**src/rtl/keccak_obytes_unpacker.sv**
```systemverilog
// keccak_obytes_unpacker
//
// Downstream stage of the keccak core. Squeeze words from the core arrive
// with no backpressure and are buffered in a small word FIFO. They are then
// re-emitted as a byte stream with a valid/ready handshake, cut to the
// requested length, with the final byte flagged.
//
// Build option: define KECCAK_OBUF_LE_EN to emit the bytes of each word
// little-endian (lane 0 = [7:0]). The default is big-endian (lane 0 = [63:56]),
// which matches the core's packing.
//
// Ports
//   i_clk, i_rstn         clock, asynchronous active-low reset
//   i_start               one-cycle pulse, starts a message, latches i_obytes_len
//   i_obytes_len[9:0]     message length in bytes
//   i_obytes[63:0]        squeeze word, first byte in [63:56]
//   i_obytes_valid        word valid this cycle (always accepted)
//   i_obytes_done         core finished squeezing
//   o_byte[7:0]           output byte
//   o_byte_valid          o_byte valid
//   i_byte_ready          consumer takes o_byte when valid && ready
//   o_byte_last           marks the final byte of the message
//   o_busy                message in progress
//   o_done                one-cycle pulse after the message completes
//   o_overflow            sticky, a word was dropped because the FIFO was full
//
// FSM
//   state    | meaning
//   ST_IDLE  | waiting for i_start, words ignored
//   ST_RUN   | accepting words and emitting bytes
//   ST_FLUSH | all words in, draining the FIFO

module keccak_obytes_unpacker #(
  parameter  int DEPTH = 32,
  localparam int AW    = $clog2(DEPTH)
) (
  input  logic        i_clk,
  input  logic        i_rstn,
  input  logic        i_start,
  input  logic [9:0]  i_obytes_len,
  input  logic [63:0] i_obytes,
  input  logic        i_obytes_valid,
  input  logic        i_obytes_done,
  output logic [7:0]  o_byte,
  output logic        o_byte_valid,
  input  logic        i_byte_ready,
  output logic        o_byte_last,
  output logic        o_busy,
  output logic        o_done,
  output logic        o_overflow
);

  typedef enum logic [1:0] {ST_IDLE, ST_RUN, ST_FLUSH} state_t;

  state_t r_state, w_state_nxt;

  logic [63:0]   r_mem [DEPTH];
  logic [AW-1:0] r_wr_ptr, r_rd_ptr;
  logic [AW:0]   r_count;
  logic [9:0]    r_len, r_bcnt;
  logic [7:0]    r_wcnt;
  logic [2:0]    r_lane;
  logic          r_done_seen, r_overflow, r_done;

  logic [10:0]   w_len_p7;
  logic [7:0]    w_need;
  logic          w_active, w_empty, w_full, w_valid, w_xfer, w_last, w_pop;
  logic          w_want, w_wr, w_ovf, w_start_ok, w_all_written, w_done_any;
  logic          w_done_nxt;
  logic [5:0]    w_shamt;
  logic [63:0]   w_head_shift;

  // Number of words that carry message bytes: ceil(len/8).
  assign w_len_p7   = {1'b0, r_len} + 11'd7;
  assign w_need     = w_len_p7[10:3];

  assign w_active   = (r_state != ST_IDLE);
  assign w_empty    = (r_count == '0);
  assign w_full     = (r_count == (AW+1)'(DEPTH));
  assign w_valid    = w_active && !w_empty;
  assign w_xfer     = w_valid && i_byte_ready;
  assign w_last     = (r_bcnt == (r_len - 10'd1));
  assign w_pop      = w_xfer && ((r_lane == 3'd7) || w_last);

  // Words beyond the message length are dropped. A word that falls in the
  // message window still advances the word count when it is lost to a full
  // FIFO, so the message always terminates.
  assign w_want     = (r_state == ST_RUN) && i_obytes_valid && (r_wcnt < w_need);
  assign w_wr       = w_want && (!w_full || w_pop);
  assign w_ovf      = w_want && w_full && !w_pop;
  assign w_start_ok = (r_state == ST_IDLE) && i_start;

  assign w_all_written = ({1'b0, r_wcnt} + {8'd0, w_want}) >= {1'b0, w_need};
  assign w_done_any    = r_done_seen || i_obytes_done;

  always_comb begin
    w_state_nxt = r_state;
    w_done_nxt  = 1'b0;
    case (r_state)
      ST_IDLE: begin
        if (i_start) begin
          if (i_obytes_len != 10'd0) w_state_nxt = ST_RUN;
          else                       w_done_nxt  = 1'b1;
        end
      end
      ST_RUN: begin
        if (w_xfer && w_last) begin
          w_state_nxt = ST_IDLE;
          w_done_nxt  = 1'b1;
        end else if (w_done_any && w_all_written) begin
          w_state_nxt = ST_FLUSH;
        end
      end
      ST_FLUSH: begin
        // An empty FIFO here means the tail was lost to overflow; finish anyway.
        if ((w_xfer && w_last) || w_empty) begin
          w_state_nxt = ST_IDLE;
          w_done_nxt  = 1'b1;
        end
      end
      default: w_state_nxt = ST_IDLE;
    endcase
  end

  always_ff @(posedge i_clk or negedge i_rstn) begin
    if (!i_rstn) r_state <= ST_IDLE;
    else         r_state <= w_state_nxt;
  end

  always_ff @(posedge i_clk or negedge i_rstn) begin
    if (!i_rstn) begin
      r_wr_ptr    <= '0;
      r_rd_ptr    <= '0;
      r_count     <= '0;
      r_len       <= '0;
      r_bcnt      <= '0;
      r_wcnt      <= '0;
      r_lane      <= '0;
      r_done_seen <= 1'b0;
      r_overflow  <= 1'b0;
      r_done      <= 1'b0;
    end else begin
      r_done <= w_done_nxt;
      if (w_start_ok) begin
        r_len       <= i_obytes_len;
        r_wr_ptr    <= '0;
        r_rd_ptr    <= '0;
        r_count     <= '0;
        r_bcnt      <= '0;
        r_wcnt      <= '0;
        r_lane      <= '0;
        r_done_seen <= 1'b0;
        r_overflow  <= 1'b0;
      end else begin
        if (w_want) r_wcnt <= r_wcnt + 8'd1;
        if ((r_state == ST_RUN) && i_obytes_done) r_done_seen <= 1'b1;
        if (w_ovf) r_overflow <= 1'b1;
        if (w_wr)  r_wr_ptr   <= r_wr_ptr + 1'b1;
        if (w_pop) r_rd_ptr   <= r_rd_ptr + 1'b1;
        if (w_xfer) begin
          r_bcnt <= r_bcnt + 10'd1;
          r_lane <= w_pop ? 3'd0 : r_lane + 3'd1;
        end
        r_count <= r_count + {{AW{1'b0}}, w_wr} - {{AW{1'b0}}, w_pop};
      end
    end
  end

  // Storage needs no reset: reads are gated by the FIFO count.
  always_ff @(posedge i_clk) begin
    if (w_wr) r_mem[r_wr_ptr] <= i_obytes;
  end

`ifdef KECCAK_OBUF_LE_EN
  assign w_shamt = {r_lane, 3'b000};
`else
  assign w_shamt = {~r_lane, 3'b000};
`endif

  assign w_head_shift = r_mem[r_rd_ptr] >> w_shamt;

  assign o_byte       = w_valid ? w_head_shift[7:0] : 8'h00;
  assign o_byte_valid = w_valid;
  assign o_byte_last  = w_valid && w_last;
  assign o_busy       = w_active;
  assign o_done       = r_done;
  assign o_overflow   = r_overflow;

endmodule
```
**config.mk**
```make
export PLATFORM = sky130hd
export DESIGN_NAME = keccak_obytes_unpacker
export DESIGN_NICKNAME = d
export VERILOG_FILES = /design/src/rtl/keccak_obytes_unpacker.sv
export SDC_FILE = /design/constraint.sdc
export NUM_CORES = 2
export LEC_CHECK = 0
export CORE_MARGIN = 8
export CORE_UTILIZATION = 40
export CTS_CLUSTER_SIZE = 12
export DETAILED_ROUTE_END_ITERATION = 8
export HOLD_SLACK_MARGIN = 0.08
export SLEW_MARGIN = 20
export SYNTH_ARGS = -nofsm -noshare
export SYNTH_HDL_FRONTEND = slang
export SYNTH_SLANG_ARGS = --single-unit
export TNS_END_PERCENT = 20
```
**constraint.sdc**
```tcl
create_clock -name i_clk -period 12.25 [get_ports i_clk]
set_input_delay 3.675 -clock i_clk [delete_from_list [all_inputs] [get_ports i_clk]]
set_output_delay 3.675 -clock i_clk [all_outputs]
set_load 0.05 [all_outputs]
```
==> results.cfg <==
[outcome]
status = finished clean

[routing]
via_per_inst = 5.89
remaining_drc_errors = 0
vias = 39300
wl_per_cell_um = 31.8
dr.pass1.iters = 5
routed_wl_mm = 212
drtAntennaViolNets = 0
dr.first_iter.drc_count = 4781

[grt]
grt-ovfl-total = 0
antenna_found_initial = 17
use_met1_pct = 26.8
met3_usage_pct = 3.65
grt_pass1_vias = 39700
grt-busiest-layer = met2
track_usage_pct = 19.1
grt_pass1_wl_mm = 301
met2_usage_pct = 31.1
grt_max_degree = 133

[finish]
syn_to_final_growth_pct = 12.8
layout.cells.non_filler = 6662
final_nets = 3962
ff_latch_area_mm2 = 0.0628
fill_cells = 16800
multi_input_area_mm2 = 0.0183
drive_gt1_share_pct = 25.4

[sta]
setup-tns-final_ps = 0
maxSlewHeadroom_pct = 20.0
period_minus_slack_ps = 9690
finalSetupViolCount = 0
timing.final.hold_violations = 0
slew_viol_final = 0
grt_setup_unrepaired = false
worstMarginPinSlew_ps = 1200
fin_crit_sh_pct = 79.1
skew_ps = 48.5
fmax_mhz = 103

[synthesis]
netlist_area_mm2 = 0.0819
ys_seq_area_share_pct = 76.7
synth_area_per_cell_um2 = 22.5
synth_seq_cells = 2100
synthFlopType = edfxtp_1
ys_warn_count = 0
yosys.area.top_type_share_pct = 75.1
synth_nets = 3746
syn_inst = 3635
synth_edf_count = 2048
synth_top_area_cell = edfxtp_1
synth_cell_types = 83
synthTopCellsByArea = edfxtp_1 75%, mux4_2 16%, dfrtp_1 1.6%
synthArstFlopShare_pct = 2.48

[critical_path]
crit_arrival_ps = 6010
cp_common_cell = mux4_2
crit_type = register to output pin
max_stage_delay_ps = 930
reg2reg_depth = 15
crit_required_ps = 8570
crit_slowest_cell = dfrtp_4
crit_path_end_kind = output pin
crit_path_max_fanout = 132
cp_cell_sequence = buf_12, mux4_2, mux4_2, mux4_2, o211ai_1, o221ai_1, clkdlybuf4s50_1
start_kind = register

[clock_network]
cts_hold_buf = 0
cts_buffers = 207
clk_pin_slew_worst_paths_ps = 60
cts_max_path_buffers = 3
htree_levels = 4
cts_root_buf = clkbuf_16
post-cts-setup-buffers = 0
clock_latency_ps = 860
cts_resized = 0
clkSinkCount = 2100
tritoncts = built

[power]
p_leak_nw = 28.1
peakVddDrop_uv = 122
power_per_cell_area_mw_per_mm2 = 188
p_clk_share_pct = 33.4
p_sw_share_pct = 26.7
p_comb_share_pct = 17.9
p_seq_share_pct = 48.7
power.switching_w = 0.00463
power.total_w = 0.0174
p_int_w = 0.0127

[die]
start_util_pct = 40.1
chipWidth_um = 469
die_area_mm2 = 0.220
dieHeight_um = 469
row_count = 166
pin_count = 93
core_region_area_mm2 = 0.204

[flow_run]
drv_cap = 0

[placement]
place.gp.congestion = 0.752
dp.cells = 6329
hpwl_mm = 109
portBuffers = 92

[min_path]
hp-class = register to register
holdPathStages = 1
[power by group through the flow]
| stage | clock [W] | sequential, W | combinational [W] |
|---|---|---|---|
| after floorplan | 0 | 0.00854 | 0.00213 |
| after global placement | 0 | 0.00859 | 0.00313 |
| after detailed placement | 0 | 0.00861 | 0.00316 |
| after CTS | 0.00593 | 0.00846 | 0.00316 |
| after global routing | 0.00617 | 0.00848 | 0.00331 |
| final | 0.00581 | 0.00846 | 0.00311 |
[synth_stat cells (10+ instances only)]
master and count:
a211oi_1 12, a21oi_1 40, a221oi_1 16, a22oi_1 10, and2_1 12, buf_1 20
buf_2 52, buf_4 26, buf_6 13, clkbuf_1 77, dfrtp_1 52, edfxtp_1 2048
ha_1 30, inv_1 22, mux2i_1 86, mux4_2 579, nand2_1 149, nand3_1 19
nand4_1 16, nor2_1 91, nor2b_1 10, o211ai_1 10, o21ai_0 24, o221ai_1 14
o22ai_1 20, xnor2_1 22, xor2_1 11
[logic make-up (layout without fill, tap and decap cells)]
logic type,count (synthesis),count (layout),synth area share (%)
buf+inv,217,552,1.34
xor+xnor,34,34,0.380
flops,2100,2100,76.7
simple gates,360,360,2.06
compound gates,220,220,1.99
other cells,0,4,0
mux,670,670,17.0
fa+ha+maj,34,34,0.519
[placed cells by master (no fill, tap or decap), drive strengths merged, types with 5 or more instances in the layout]
cell / synthesis / routed
a32oi: 6 / 6
o211ai: 17 / 17
xnor2: 22 / 22
mux2: 5 / 5
a211oi: 12 / 12
o22ai: 20 / 20
dfrtp: 52 / 52
a21o: 7 / 7
nor4: 5 / 5
nand2b: 6 / 6
inv: 24 / 31
ha: 30 / 30
nand2: 149 / 149
or4: 6 / 6
nor2b: 10 / 10
a21oi: 42 / 42
o221ai: 14 / 14
a22o: 5 / 5
buf: 113 / 124
o21ai: 25 / 25
clkbuf: 78 / 264
nor3: 9 / 9
nor2: 91 / 91
mux2i: 86 / 86
a31oi: 9 / 9
nand4: 17 / 17
xor2: 11 / 11
a22oi: 10 / 10
nand3: 19 / 19
a221oi: 16 / 16
clkinv: 2 / 55
and3: 7 / 7
or3: 9 / 9
clkdlybuf4s50: 0 / 74
and2: 12 / 12
mux4: 579 / 579
a2111oi: 6 / 6
edfxtp: 2048 / 2048
nand3b: 5 / 5
[path summary, 6_finish.rpt]
path | to | slack [ps] | startpoint
worst max-delay path | o_byte[5] | 2560 | r_rd_ptr[1]
worst min-delay path | o_done | 530 | r_state[1]
worst max register to register | r_mem[14][36] | 5650 | r_len[0]
worst min register to register | o_done | 530 | r_state[1]
max in group asynchronous | r_rd_ptr[3] | 8680 | i_rstn
min in group asynchronous | r_wcnt[7] | 2970 | i_rstn
[per-layer routing]
| metal | routed length, um | vias up |
|---|---|---|
| met5 | 49 | - |
| met4 | 4850 | 8 |
| met3 | 16300 | 312 |
| met2 | 103000 | 1636 |
| met1 | 88000 | 21500 |
| li1 | - | 15800 |
[area by class of cell]
class	count	share of cell area (%)
tap	2688	3.64
multi-input combinational	1318	19.8
sequential	2100	68.0
timing repair buffer	198	1.98
clock buffer	264	5.88
antenna	4	0.0108
inverter	26	0.116
clock inverter	64	0.616
[flip-flops by register name (all words and copies together), names as in the netlist]
register,cells
r_done_seen,1
r_lane,3
r_state,2
r_wr_ptr,5
r_mem,2048
r_wcnt,8
o_overflow,1
r_len,10
r_rd_ptr,5
r_count,6
r_bcnt,10
o_done,1
[critical path: cells and delay by family, from the launching register on]
family                 cells  cell delay, ps
muxes                      3            1510
buffers and inverters      2            1500
AOI/OAI and AO/OA          2             960
DFF                        1             930
[metrics by stage]
step / area (um^2) / util (%) / setup slack [ps] / hold WS, ps
after floorplan: 81900 / - / 4400 / 480
after global placement: 86400 / 42.3 / 3500 / 507
after detailed placement: 86400 / 42.3 / 3480 / 526
after CTS: 92400 / 45.3 / 2530 / 535
after global routing: 92400 / 45.3 / 2520 / 564
final: 92400 / 45.3 / 2560 / 531
(Power assumes the default switching activity.)
